<file path="src/rtl/if_id_hazard_pkg.sv">
// Shared front-end constants: opcodes, bubble encoding, IF/ID state.
// Also holds the source-register usage helpers used by hazard decode.
package if_id_hazard_pkg;

    localparam logic [6:0]  OPC_RTYPE    = 7'b0110011;
    localparam logic [6:0]  OPC_ITYPE    = 7'b0010011;
    localparam logic [6:0]  OPC_LW       = 7'b0000011;
    localparam logic [6:0]  OPC_SW       = 7'b0100011;
    localparam logic [6:0]  OPC_BEQ      = 7'b1100011;
    localparam logic [31:0] INSTR_BUBBLE = 32'h0;

    typedef enum logic {
        IDLE = 1'b0,
        RUN  = 1'b1
    } state_e;

    function automatic logic uses_rs1(input logic [6:0] opc);
        unique case (opc)
            OPC_RTYPE, OPC_ITYPE, OPC_LW,
            OPC_SW, OPC_BEQ: return 1'b1;
            default:         return 1'b0;
        endcase
    endfunction

    function automatic logic uses_rs2(input logic [6:0] opc);
        unique case (opc)
            OPC_RTYPE, OPC_SW, OPC_BEQ: return 1'b1;
            default:                    return 1'b0;
        endcase
    endfunction

endpackage

</file>
<file path="src/rtl/if_id_hazard_load_use_detect.sv">
// Combinational load-use detector for the instruction held in IF/ID.
// Ports: i_opcode/i_rs1/i_rs2 from IF/ID, i_ex_memread/i_ex_rd from ID/EX, o_hazard.
module load_use_detect
    import if_id_hazard_pkg::*;
(
    input  logic [6:0] i_opcode,
    input  logic [4:0] i_rs1,
    input  logic [4:0] i_rs2,
    input  logic       i_ex_memread,
    input  logic [4:0] i_ex_rd,
    output logic       o_hazard
);

    logic w_hit_rs1;
    logic w_hit_rs2;

    assign w_hit_rs1 = uses_rs1(i_opcode) && (i_ex_rd == i_rs1);
    assign w_hit_rs2 = uses_rs2(i_opcode) && (i_ex_rd == i_rs2);

    // x0 is never a real dependency
    assign o_hazard = i_ex_memread && (i_ex_rd != 5'd0)
                      && (w_hit_rs1 || w_hit_rs2);

endmodule

</file>
<file path="src/rtl/if_id_hazard.sv">
// IF/ID register with load-use stall, branch flush and IDLE/RUN sequencing.
// Ports: clk_i, rst_i (async active-low), start_i, pc_i, instr_i, flush_i,
//   ex_memread_i, ex_rd_i -> pc_write_o, noop_o, pc_o, instr_o, valid_o,
//   stall_cnt_o, flush_cnt_o (counters exist only with IF_ID_HAZARD_PERF_EN).
module if_id_hazard
    import if_id_hazard_pkg::*;
#(
    parameter int XLEN = 32
) (
    input  logic            clk_i,
    input  logic            rst_i,
    input  logic            start_i,
    input  logic [XLEN-1:0] pc_i,
    input  logic [31:0]     instr_i,
    input  logic            flush_i,
    input  logic            ex_memread_i,
    input  logic [4:0]      ex_rd_i,
    output logic            pc_write_o,
    output logic            noop_o,
    output logic [XLEN-1:0] pc_o,
    output logic [31:0]     instr_o,
    output logic            valid_o,
    output logic [31:0]     stall_cnt_o,
    output logic [31:0]     flush_cnt_o
);

    state_e          r_state;
    logic [XLEN-1:0] r_pc;
    logic [31:0]     r_instr;
    logic            r_valid;

    logic            w_run;
    logic            w_lu_hit;
    logic            w_hazard;

    assign w_run = (r_state == RUN);

    load_use_detect u_lud (
        .i_opcode     (r_instr[6:0]),
        .i_rs1        (r_instr[19:15]),
        .i_rs2        (r_instr[24:20]),
        .i_ex_memread (ex_memread_i),
        .i_ex_rd      (ex_rd_i),
        .o_hazard     (w_lu_hit)
    );

    assign w_hazard   = w_run && r_valid && w_lu_hit;
    assign noop_o     = w_hazard;
    assign pc_write_o = w_run && !w_hazard;

    assign pc_o    = r_pc;
    assign instr_o = r_instr;
    assign valid_o = r_valid;

    // Dropping start_i while running (even mid-stall) also bubbles IF/ID
    always_ff @(posedge clk_i or negedge rst_i) begin
        if (!rst_i) begin
            r_state <= IDLE;
            r_pc    <= '0;
            r_instr <= INSTR_BUBBLE;
            r_valid <= 1'b0;
        end else begin
            r_state <= start_i ? RUN : IDLE;
            if (!w_run || !start_i) begin
                r_pc    <= '0;
                r_instr <= INSTR_BUBBLE;
                r_valid <= 1'b0;
            end else if (w_hazard) begin
                r_pc    <= r_pc;
                r_instr <= r_instr;
                r_valid <= r_valid;
            end else if (flush_i) begin
                r_pc    <= '0;
                r_instr <= INSTR_BUBBLE;
                r_valid <= 1'b0;
            end else begin
                r_pc    <= pc_i;
                r_instr <= instr_i;
                r_valid <= 1'b1;
            end
        end
    end

`ifdef IF_ID_HAZARD_PERF_EN
    logic [31:0] r_stall_cnt;
    logic [31:0] r_flush_cnt;
    logic        w_flush_acc;

    assign w_flush_acc = w_run && start_i && !w_hazard && flush_i;

    always_ff @(posedge clk_i or negedge rst_i) begin
        if (!rst_i) begin
            r_stall_cnt <= '0;
            r_flush_cnt <= '0;
        end else begin
            if (w_hazard && (r_stall_cnt != 32'hFFFF_FFFF))
                r_stall_cnt <= r_stall_cnt + 32'd1;
            if (w_flush_acc && (r_flush_cnt != 32'hFFFF_FFFF))
                r_flush_cnt <= r_flush_cnt + 32'd1;
        end
    end

    assign stall_cnt_o = r_stall_cnt;
    assign flush_cnt_o = r_flush_cnt;
`else
    assign stall_cnt_o = 32'd0;
    assign flush_cnt_o = 32'd0;
`endif

endmodule

</file>
<file path="config.mk">
export PLATFORM = sky130hd
export DESIGN_NAME = if_id_hazard
export DESIGN_NICKNAME = d
export VERILOG_FILES = /design/src/rtl/if_id_hazard_pkg.sv /design/src/rtl/if_id_hazard_load_use_detect.sv /design/src/rtl/if_id_hazard.sv
export SDC_FILE = /design/constraint.sdc
export NUM_CORES = 1
export LEC_CHECK = 0
export ABC_AREA = 1
export BUFFER_PORTS_ARGS = -buffer_cell sky130_fd_sc_hd__buf_2
export CAP_MARGIN = 5
export CORE_MARGIN = 10
export CORE_UTILIZATION = 41
export CTS_BUF_LIST = sky130_fd_sc_hd__clkbuf_8
export DETAILED_ROUTE_END_ITERATION = 8
export PLACE_DENSITY = 0.89
export SYNTH_ARGS = -nofsm -noshare
export SYNTH_HDL_FRONTEND = slang
export SYNTH_SLANG_ARGS = --single-unit
</file>
<file path="constraint.sdc">
create_clock -name clk_i -period 1.3 [get_ports clk_i]
set_input_delay 0 -clock clk_i [delete_from_list [all_inputs] [get_ports clk_i]]
set_output_delay 0 -clock clk_i [all_outputs]
set_load 0.01 [all_outputs]
</file>
==> summary.txt <==
Clocking
  – CTS root buf: clkbuf_8
  – Clk buf depth: 2
  – TritonCTS clock tree: done
  – Worst-path clk slew: 0.07 ns
  – H-Tree Depth: 3
  – Clock Sinks: 66
  – Clock Latency Late Sink: 0.34 ns
  – CTS buffer count: 9

Critical path
  – CP max FO: 9
  – CP required: 1.57 ns
  – Critical Path AT: 1.91 ns
  – Critical Path Start Type: register
  – Max stage delay cell, worst path: dfrtp_1
  – Critical path capture point type: register
  – Crit path largest cell delay: 0.40 ns
  – WS Path Type: reg2reg
  – CP Cell Sequence: inv_2, nand2_1, nand2_1, nor2_2, nand3_2, nand2_4, buf_12, clkbuf_16, nand4_1, nand2_1
  – Most frequent CP cell: nand2_1

Synth
  – Unique masters post-synth: 20
  – Synth top area cells: dfrtp_1, buf_4, nand4_1, nand3_1, nand2_1
  – Synth Area per Inst: 8.38 µm²
  – Post-synth top area cell: dfrtp_1
  – Synth Cell Area: 3580 µm²
  – Sequential element share of the synthesized area: a little under half
  – Synthesized flop and latch total: 66
  – Top-area cell type share of the netlist area: 46.1%
  – Post-Synthesis Cells: 428
  – Synth warn: 0

Die
  – Core area: between 8000 and 9000 µm²
  – Die width: 114 µm
  – Die H: 114 µm
  – Num rows: 34
  – I/O pins: slightly above 200
  – Die area: 12,900 µm²
  – Initial Util: between 40% and 50%

STA
  – RSZ-0062 raised after global routing: yes
  – Worst clock skew: 0.0102 ns
  – Setup ws final: -0.338 ns
  – Post-route minimum period: 1.64 ns
  – Final Cycle Share: 126%
  – Fmax: 610 MHz
  – Final Max Slew Viols: 0
  – Final Hold Vio Count: 0
  – Final setup viols: 67

Drt
  – DRT iter0 DRCs: 239
  – Post-Route WL: 15,100 µm
  – DRC: 0
  – Via count: 4,116
  – Avg WL per Cell: about 19 µm
  – 1st-pass router iterations: 6
  – Post-route ant nets: 0
  – Vias per inst: ~5.2

Min path
  – Class of the worst hold path: in2async

Global route
  – Antenna violations before repair: 5
  – Met2 Track Usage GR: 33.3%
  – Number of global-route vias before repair: roughly 4,000
  – Pin count of the biggest net entering global routing: 67
  – GR Overflow Total: 0
  – Global routing usage on met1: 20.9%
  – First-pass GRT wire length: 21,100 µm
  – Gr usage total: 20.0%
  – GRT met3 Usage: roughly 8.8%
  – Busiest grt layer: met2

Job
  – Max-cap violation count: 0

Placement
  – Count of input and output buffers: 140
  – Final GP Congestion: 0.840
  – Post-DP HPWL: 8650 µm

Power and ir drop
  – Pwr/cell area: 770 nW/µm²
  – Max VDD drop: 0.548 mV
  – Tot Pwr: 0.00463 W
  – Pleak: 3.32 nW

Status
  – Status: finished, violations left
  – Failing checks: setup timing

Finish
  – Finished Core Util: slightly below 70%
  – Fin nets: 750
  – Area growth syn-to-layout: 67.6%
  – Share of layout cells above drive strength 1: roughly two fifths
-- through the flow --
step                std cells  TNS [ns]  hold slack [ns]  cell area (µm²)  setup slack, ns
floorplan                 491     -3.82           -0.296             3820          -0.0641
global placement          680     -8.23           0.0383             4350           -0.161
detailed placement        680    -12.14           0.0468             4350           -0.245
CTS                       769    -11.75            0.216             5510           -0.246
global route              794    -24.84            0.236             6010           -0.428
finish                    794    -17.84            0.208             6010           -0.338
-- cell usage after synthesis --
| library cell | n |
|---|---|
| a21oi_1 | 1 |
| buf_2 | 18 |
| buf_4 | 64 |
| buf_6 | 6 |
| clkbuf_1 | 6 |
| clkinv_1 | 1 |
| conb_1 | 1 |
| dfrtp_1 | 66 |
| inv_1 | 17 |
| inv_2 | 4 |
| nand2_1 | 93 |
| nand2_2 | 1 |
| nand2_4 | 1 |
| nand3_1 | 70 |
| nand4_1 | 61 |
| nor2_1 | 14 |
| nor2_4 | 1 |
| o21ai_0 | 1 |
| o21ai_1 | 1 |
| xnor2_1 | 1 |
-- final cells by class --
type	count	area, µm²
repair buffers	266	2190
clock inverters	7	62.6
diodes	5	12.5
clock buffers	9	124
inverters	22	82.6
well taps	108	135
multi-input cells	311	1760
fillers	645	2630
flip-flops and latches	66	1650
-- layer usage --
metal  share of wire [%]  routed length, µm  vias up
li1                    -                  -     1825
met1                  36               5380     1950
met2                  48               7330      282
met3                  11               1730       59
met4                 4.5                681        0
met5                   0                  0        -
-- worst paths after layout --
kind	slack, ns	endpoint	start	cells past startpoint
worst max-delay path	-0.34	pc_o[13]	instr_o[6]	10
worst min-delay path	0.21	pc_o[16]	rst_i	3
worst max register to register	-0.34	pc_o[13]	instr_o[6]	10
worst min register to register	0.52	pc_o[18]	pc_o[18]	2
max in group asynchronous	0.80	instr_o[16]	rst_i	3
min in group clk_i	0.33	r_state	start_i	2
-- logic make-up (layout without fill, tap and decap cells) --
logic type / after synthesis / count (layout) / share of synthesized area (%)
DFF: 66 / 66 / 46.1
AOI/OAI and AO/OA: 3 / 3 / 0.418
buffers and inverters: 116 / 304 / 20.7
xor gates and xnor gates: 1 / 1 / 0.244
other: 1 / 69 / 0.105
and+or+nand+nor: 241 / 243 / 32.4
-- flip-flops by register name, indices dropped and copies added, names as in the netlist --
signal,flops
instr_o,32
r_state,1
valid_o,1
pc_o,32
-- what timing repair did --
item / 4_1_cts / 5_1_grt
setup buffers: 3 / 8
endpoints found under the setup margin: 67 / 67
gates cloned: 3 / 13
hold buffers: 67 / 0
pin swaps: 18 / 21
gates resized for setup: 44 / 36
hold endpoints to repair: 132 / 0
-- critical path, delay by kind of cell (launching register included) --
kind                   cells  cell delay (ns)
buffers and inverters      3             0.36
flip-flops                 1             0.40
AND/OR/NAND/NOR            7             0.80
-- power breakdown --
part	switching, W	internal, W	total [W]
Sequential	0.0000348	0.00211	0.00214
Clock	0.000796	0.000865	0.00166
Combinational	0.000457	0.000371	0.000828
-- layout by cell type, fill, tap and decap left out, drive strengths merged, types with 2 or more instances in the layout --
cell         count
buf            191
nor2            15
inv             24
diode            5
nand4           61
dlygate4sd3     67
conb            64
o21ai            2
clkbuf          17
nand3           70
clkinvlp         2
nand2           97
dfrtp           66
clkinv           2
Note: power is estimated with default switching activity, not from simulation.
